===== src/rtl/mips16_pkg.sv =====
// mips16_pkg: shared MIPS16 sizing constants and the program loader state encoding.
package mips16_pkg;
   localparam int INSTR_W    = 16;
   localparam int IMEM_DEPTH = 16;
   localparam int IMEM_AW    = 4;
   localparam logic [2:0] IDLE = 3'd0;
   localparam logic [2:0] HDR  = 3'd1;
   localparam logic [2:0] HI   = 3'd2;
   localparam logic [2:0] LO   = 3'd3;
   localparam logic [2:0] WR   = 3'd4;
   localparam logic [2:0] CHK  = 3'd5;
   localparam logic [2:0] RUN  = 3'd6;
   localparam logic [2:0] ERR  = 3'd7;
endpackage


===== src/rtl/imem_prog_loader.sv =====
// imem_prog_loader: streams a checksummed program into imem, then releases core_hold.
module imem_prog_loader
   import mips16_pkg::*;
#(
   parameter int DEPTH  = IMEM_DEPTH,
   parameter int ADDR_W = IMEM_AW,
   parameter int DATA_W = INSTR_W
) (
   input  logic              clk,
   input  logic              rst,
   input  logic              load_req,
   input  logic [7:0]        byte_in,
   input  logic              byte_valid,
   output logic              byte_ready,
   output logic              imem_we,
   output logic [ADDR_W-1:0] imem_waddr,
   output logic [DATA_W-1:0] imem_wdata,
   output logic              core_hold,
   output logic              load_done,
   output logic              load_err
);
   localparam logic [8:0] DEPTH_B = 9'(DEPTH);
   logic [2:0]        state_q, state_d;
   logic [ADDR_W:0]   cnt_q, cnt_d;
   logic [ADDR_W-1:0] waddr_q, waddr_d;
   logic [DATA_W-1:0] wdata_q, wdata_d;
   logic [7:0]        csum_q, csum_d;
   logic              rdy_q, rdy_d, take;
   assign take       = byte_valid & rdy_q & ~load_req;
   assign byte_ready = rdy_q;
   assign imem_we    = (state_q == WR) & ~load_req;
   assign imem_waddr = waddr_q;
   assign imem_wdata = wdata_q;
   assign core_hold  = state_q != RUN;
   assign load_done  = state_q == RUN;
   assign load_err   = state_q == ERR;
   assign rdy_d      = state_d inside {HDR, HI, LO, CHK};
   always_comb begin
      state_d = state_q;
      cnt_d   = cnt_q;
      waddr_d = waddr_q;
      wdata_d = wdata_q;
      csum_d  = csum_q;
      if (load_req) begin
         state_d = HDR;
         csum_d  = '0;
         waddr_d = '0;
      end else begin
         case (state_q)
            HDR: if (take) begin
               if (byte_in == 8'd0 || {1'b0, byte_in} > DEPTH_B) begin
                  state_d = ERR;
               end else begin
                  cnt_d   = byte_in[ADDR_W:0];
                  waddr_d = '0;
                  csum_d  = byte_in;
                  state_d = HI;
               end
            end
            HI: if (take) begin
               wdata_d = {byte_in, wdata_q[7:0]};
               csum_d  = csum_q ^ byte_in;
               state_d = LO;
            end
            LO: if (take) begin
               wdata_d = {wdata_q[DATA_W-1:8], byte_in};
               csum_d  = csum_q ^ byte_in;
               state_d = WR;
            end
            WR: begin
               // waddr wraps to 0 only after the last write of a full-depth load
               waddr_d = waddr_q + ADDR_W'(1);
               cnt_d   = cnt_q - (ADDR_W+1)'(1);
               state_d = (cnt_q == (ADDR_W+1)'(1)) ? CHK : HI;
            end
            CHK: if (take) state_d = (byte_in == csum_q) ? RUN : ERR;
            default: ;
         endcase
      end
   end
   always_ff @(posedge clk or posedge rst) begin
      if (rst) begin
         state_q <= IDLE;
         cnt_q   <= '0;
         waddr_q <= '0;
         wdata_q <= '0;
         csum_q  <= '0;
         rdy_q   <= 1'b0;
      end else begin
         state_q <= state_d;
         cnt_q   <= cnt_d;
         waddr_q <= waddr_d;
         wdata_q <= wdata_d;
         csum_q  <= csum_d;
         rdy_q   <= rdy_d;
      end
   end
endmodule


===== config.mk =====
export PLATFORM = sky130hd
export DESIGN_NAME = imem_prog_loader
export DESIGN_NICKNAME = d
export VERILOG_FILES = /design/src/rtl/mips16_pkg.sv /design/src/rtl/imem_prog_loader.sv
export SDC_FILE = /design/constraint.sdc
export NUM_CORES = 1
export LEC_CHECK = 0
export ABC_AREA = 1
export CORE_AREA = 2 2 59 102
export CTS_CLUSTER_DIAMETER = 80
export DETAILED_ROUTE_END_ITERATION = 10
export DIE_AREA = 0 0 61 104
export SKIP_CTS_REPAIR_TIMING = 1
export SYNTH_ARGS = -nofsm -noshare
export SYNTH_HDL_FRONTEND = slang
export SYNTH_SLANG_ARGS = --single-unit

===== constraint.sdc =====
create_clock -name clk -period 2.4 [get_ports clk]
set_input_delay 0.24 -clock clk [delete_from_list [all_inputs] [get_ports clk]]
set_output_delay 0.24 -clock clk [all_outputs]
set_load 0.01 [all_outputs]

==> reports/results.ini <==
[floorplanning]
coreArea_um2=5540
dieWidth_um=61
ios=37
fp-row-count=36
die_y_um=104
die_area_um2=6340
start_util_pct=38.4

[power_and_ir_drop]
ir_drop_v=0.000472
power_density_nw_per_um2=1080
leakagePower_nw=1.26
power_mw=2.89

[cts]
clock_path_buffers=2
clockRootBuffer=clkbuf_8
clock-sinks=37
cts_tree=built
cts.clk_slew.worst_paths_ns=0.08
cts_buffers=5
htree_num_levels=2
clk_latency_ns=0.29

[critical_path]
crit_fanout=5
crit_path_start_kind=flop
endpoint_kind=output port
worstPathRequired_ns=2.16
worstPathArrival_ns=1.69
worstSetupPathType=reg -> out

[yosys]
seq_area_frac_synth_pct=43.5
syn-instance-count=277
synth_fp_nets=293
ys_ff_latch=37
syn_area_per_cell_um2=7.68
synthAdderAreaFrac_pct=2.35
synth_simple_gate_area_share_pct=27.5
syn_area_um2=2130
yosysWarnings=0
synth_top_family_by_area=simple AND/OR/NAND/NOR gates
synth_xor_area_share_pct=0.824
synth_mux_area_share_pct=0
ys_types=32
synth-compound-area-share_pct=16.2

[final_layout]
syn2layout_area_growth_pct=25.6
diodes=0
drive_above_1_share_pct=10.4
layout_commonest_cell=nand2_1
nNetsFinal=331
mostFrequentLayoutCells=nand2_1 (83), dfrtp_1 (37), clkdlybuf4s50_1 (36)
final_util_pct=48.2
fin_cells=392

[timing]
finalSetupTns_ns=0
slew_headroom_pct=64.1
period_needed_ns=1.93
rsz0062_at_grt=no
hold_viol=0
maxSlewViolCount=0
finalSetupViolCount=0
worstMarginPinSlew_ns=0.538
fin_ws_ns=0.474
fin_skew_ns=0.00814
fin_crit_sh_pct=80.3
fmax_mhz=519

[job]
max_cap_violations=0

[status]
status=completed

[drt]
drc=0
first_pass_iters=4
wl_per_cell_um=13.1
drt_iter0_markers=63
route.vias.total=1903
antenna_left=0
drt_wl_total_mm=5.14
vias_per_cell=4.85

[place]
gp_congestion=0.834
port_buffers=36
dp.cells=384
pre_cts_slack_ns=0.430
hpwl_mm=3.93

[global_routing]
grt_overflow_total=0
antenna_found_initial=0
grt_max_degree=38
grt_pass1_vias=1858
grt_pass1_wl_mm=8.66
grt.total_usage_pct=18.1

[min_path]
min_path_type=in -> async

==> metrics by stage <==
| stage | hold WS [ns] | instance area (um2) |
|---|---|---|
| 3_3_place_gp | 0.459 | 2560 |
| 3_5_place_dp | 0.469 | 2560 |
| 4_1_cts | 0.382 | 2670 |
| 6_report | 0.357 | 2670 |
| 5_1_grt | 0.422 | 2670 |
| 2_1_floorplan | 0.336 | 2130 |
==> synth_stat cells (all sizes together) <==
cell	count	share of area [%]
nand4	1	0.29
o211ai	3	1.1
nor3	5	1.2
a211oi	1	0.35
nand3	22	5.6
o311ai	1	0.41
ha	4	2.4
buf	7	2.3
nor2	15	3.6
o22ai	2	0.59
nand2	88	17
clkbuf	2	0.35
dfrtp	37	44
o2111ai	7	3.2
o31ai	2	0.71
inv	38	6.7
o21ai	33	8.1
clkinv	1	0.24
a21oi	6	1.8
xnor2	2	0.82
==> cells by family after synthesis <==
kind of cell | count (synthesis)
AOI/OAI and AO/OA | 55
and+or+nand+nor | 131
buffers and inverters | 48
xor gates and xnor gates | 2
DFF | 37
adders and majority gates | 4
==> layer usage <==
layer	share of wire (%)	GRT usage, %	up-vias
met4	2.5	7.14	0
met5	0	0	-
met1	40	21.2	877
met3	2.2	2.74	12
met2	55	31.5	33
li1	-	-	981
==> sequential cells by signal (all words and copies together) (netlist names) <==
signal / cells
imem_wdata: 16
byte_ready: 1
state_q: 3
imem_waddr: 4
csum_q: 8
cnt_q: 5
==> area by class of cell <==
type / count / area, um2
Sequential cell: 37 / 926
Tap cell: 76 / 95.1
Inverter: 39 / 148
Timing Repair Buffer: 40 / 390
Multi-Input combinational cell: 192 / 997
Clock inverter: 1 / 30.0
Fill cell: 565 / 2870
Clock buffer: 7 / 86.3
==> worst max-delay path, cell delays in order, from the launching register on <==
cell and delay [ns]:
dfrtp_1 0.46, inv_1 0.12, nor3_1 0.24, clkdlybuf4s50_1 0.59
==> report_power, final <==
| part | internal, mW | switching, mW | total, mW |
|---|---|---|---|
| sequential | 0.838 | 0.140 | 0.978 |
| combinational | 0.554 | 0.802 | 1.36 |
| clock | 0.339 | 0.218 | 0.557 |
==> path summary, 6_finish.rpt <==
| check | start | endpoint | slack [ns] | cells past startpoint |
|---|---|---|---|---|
| hold reg to reg | imem_wdata[0] | imem_wdata[0] | 0.49 | 2 |
| setup / recovery | state_q[1] | load_done | 0.47 | 3 |
| setup reg to reg | state_q[2] | imem_wdata[6] | 0.70 | 6 |
| hold / removal | rst | cnt_q[4] | 0.36 | 3 |
| max in group asynchronous | rst | csum_q[2] | 1.69 | 3 |
| min in group clk | imem_wdata[0] | imem_wdata[0] | 0.49 | 2 |
No activity file was read; power rests on OpenSTA's default activity.
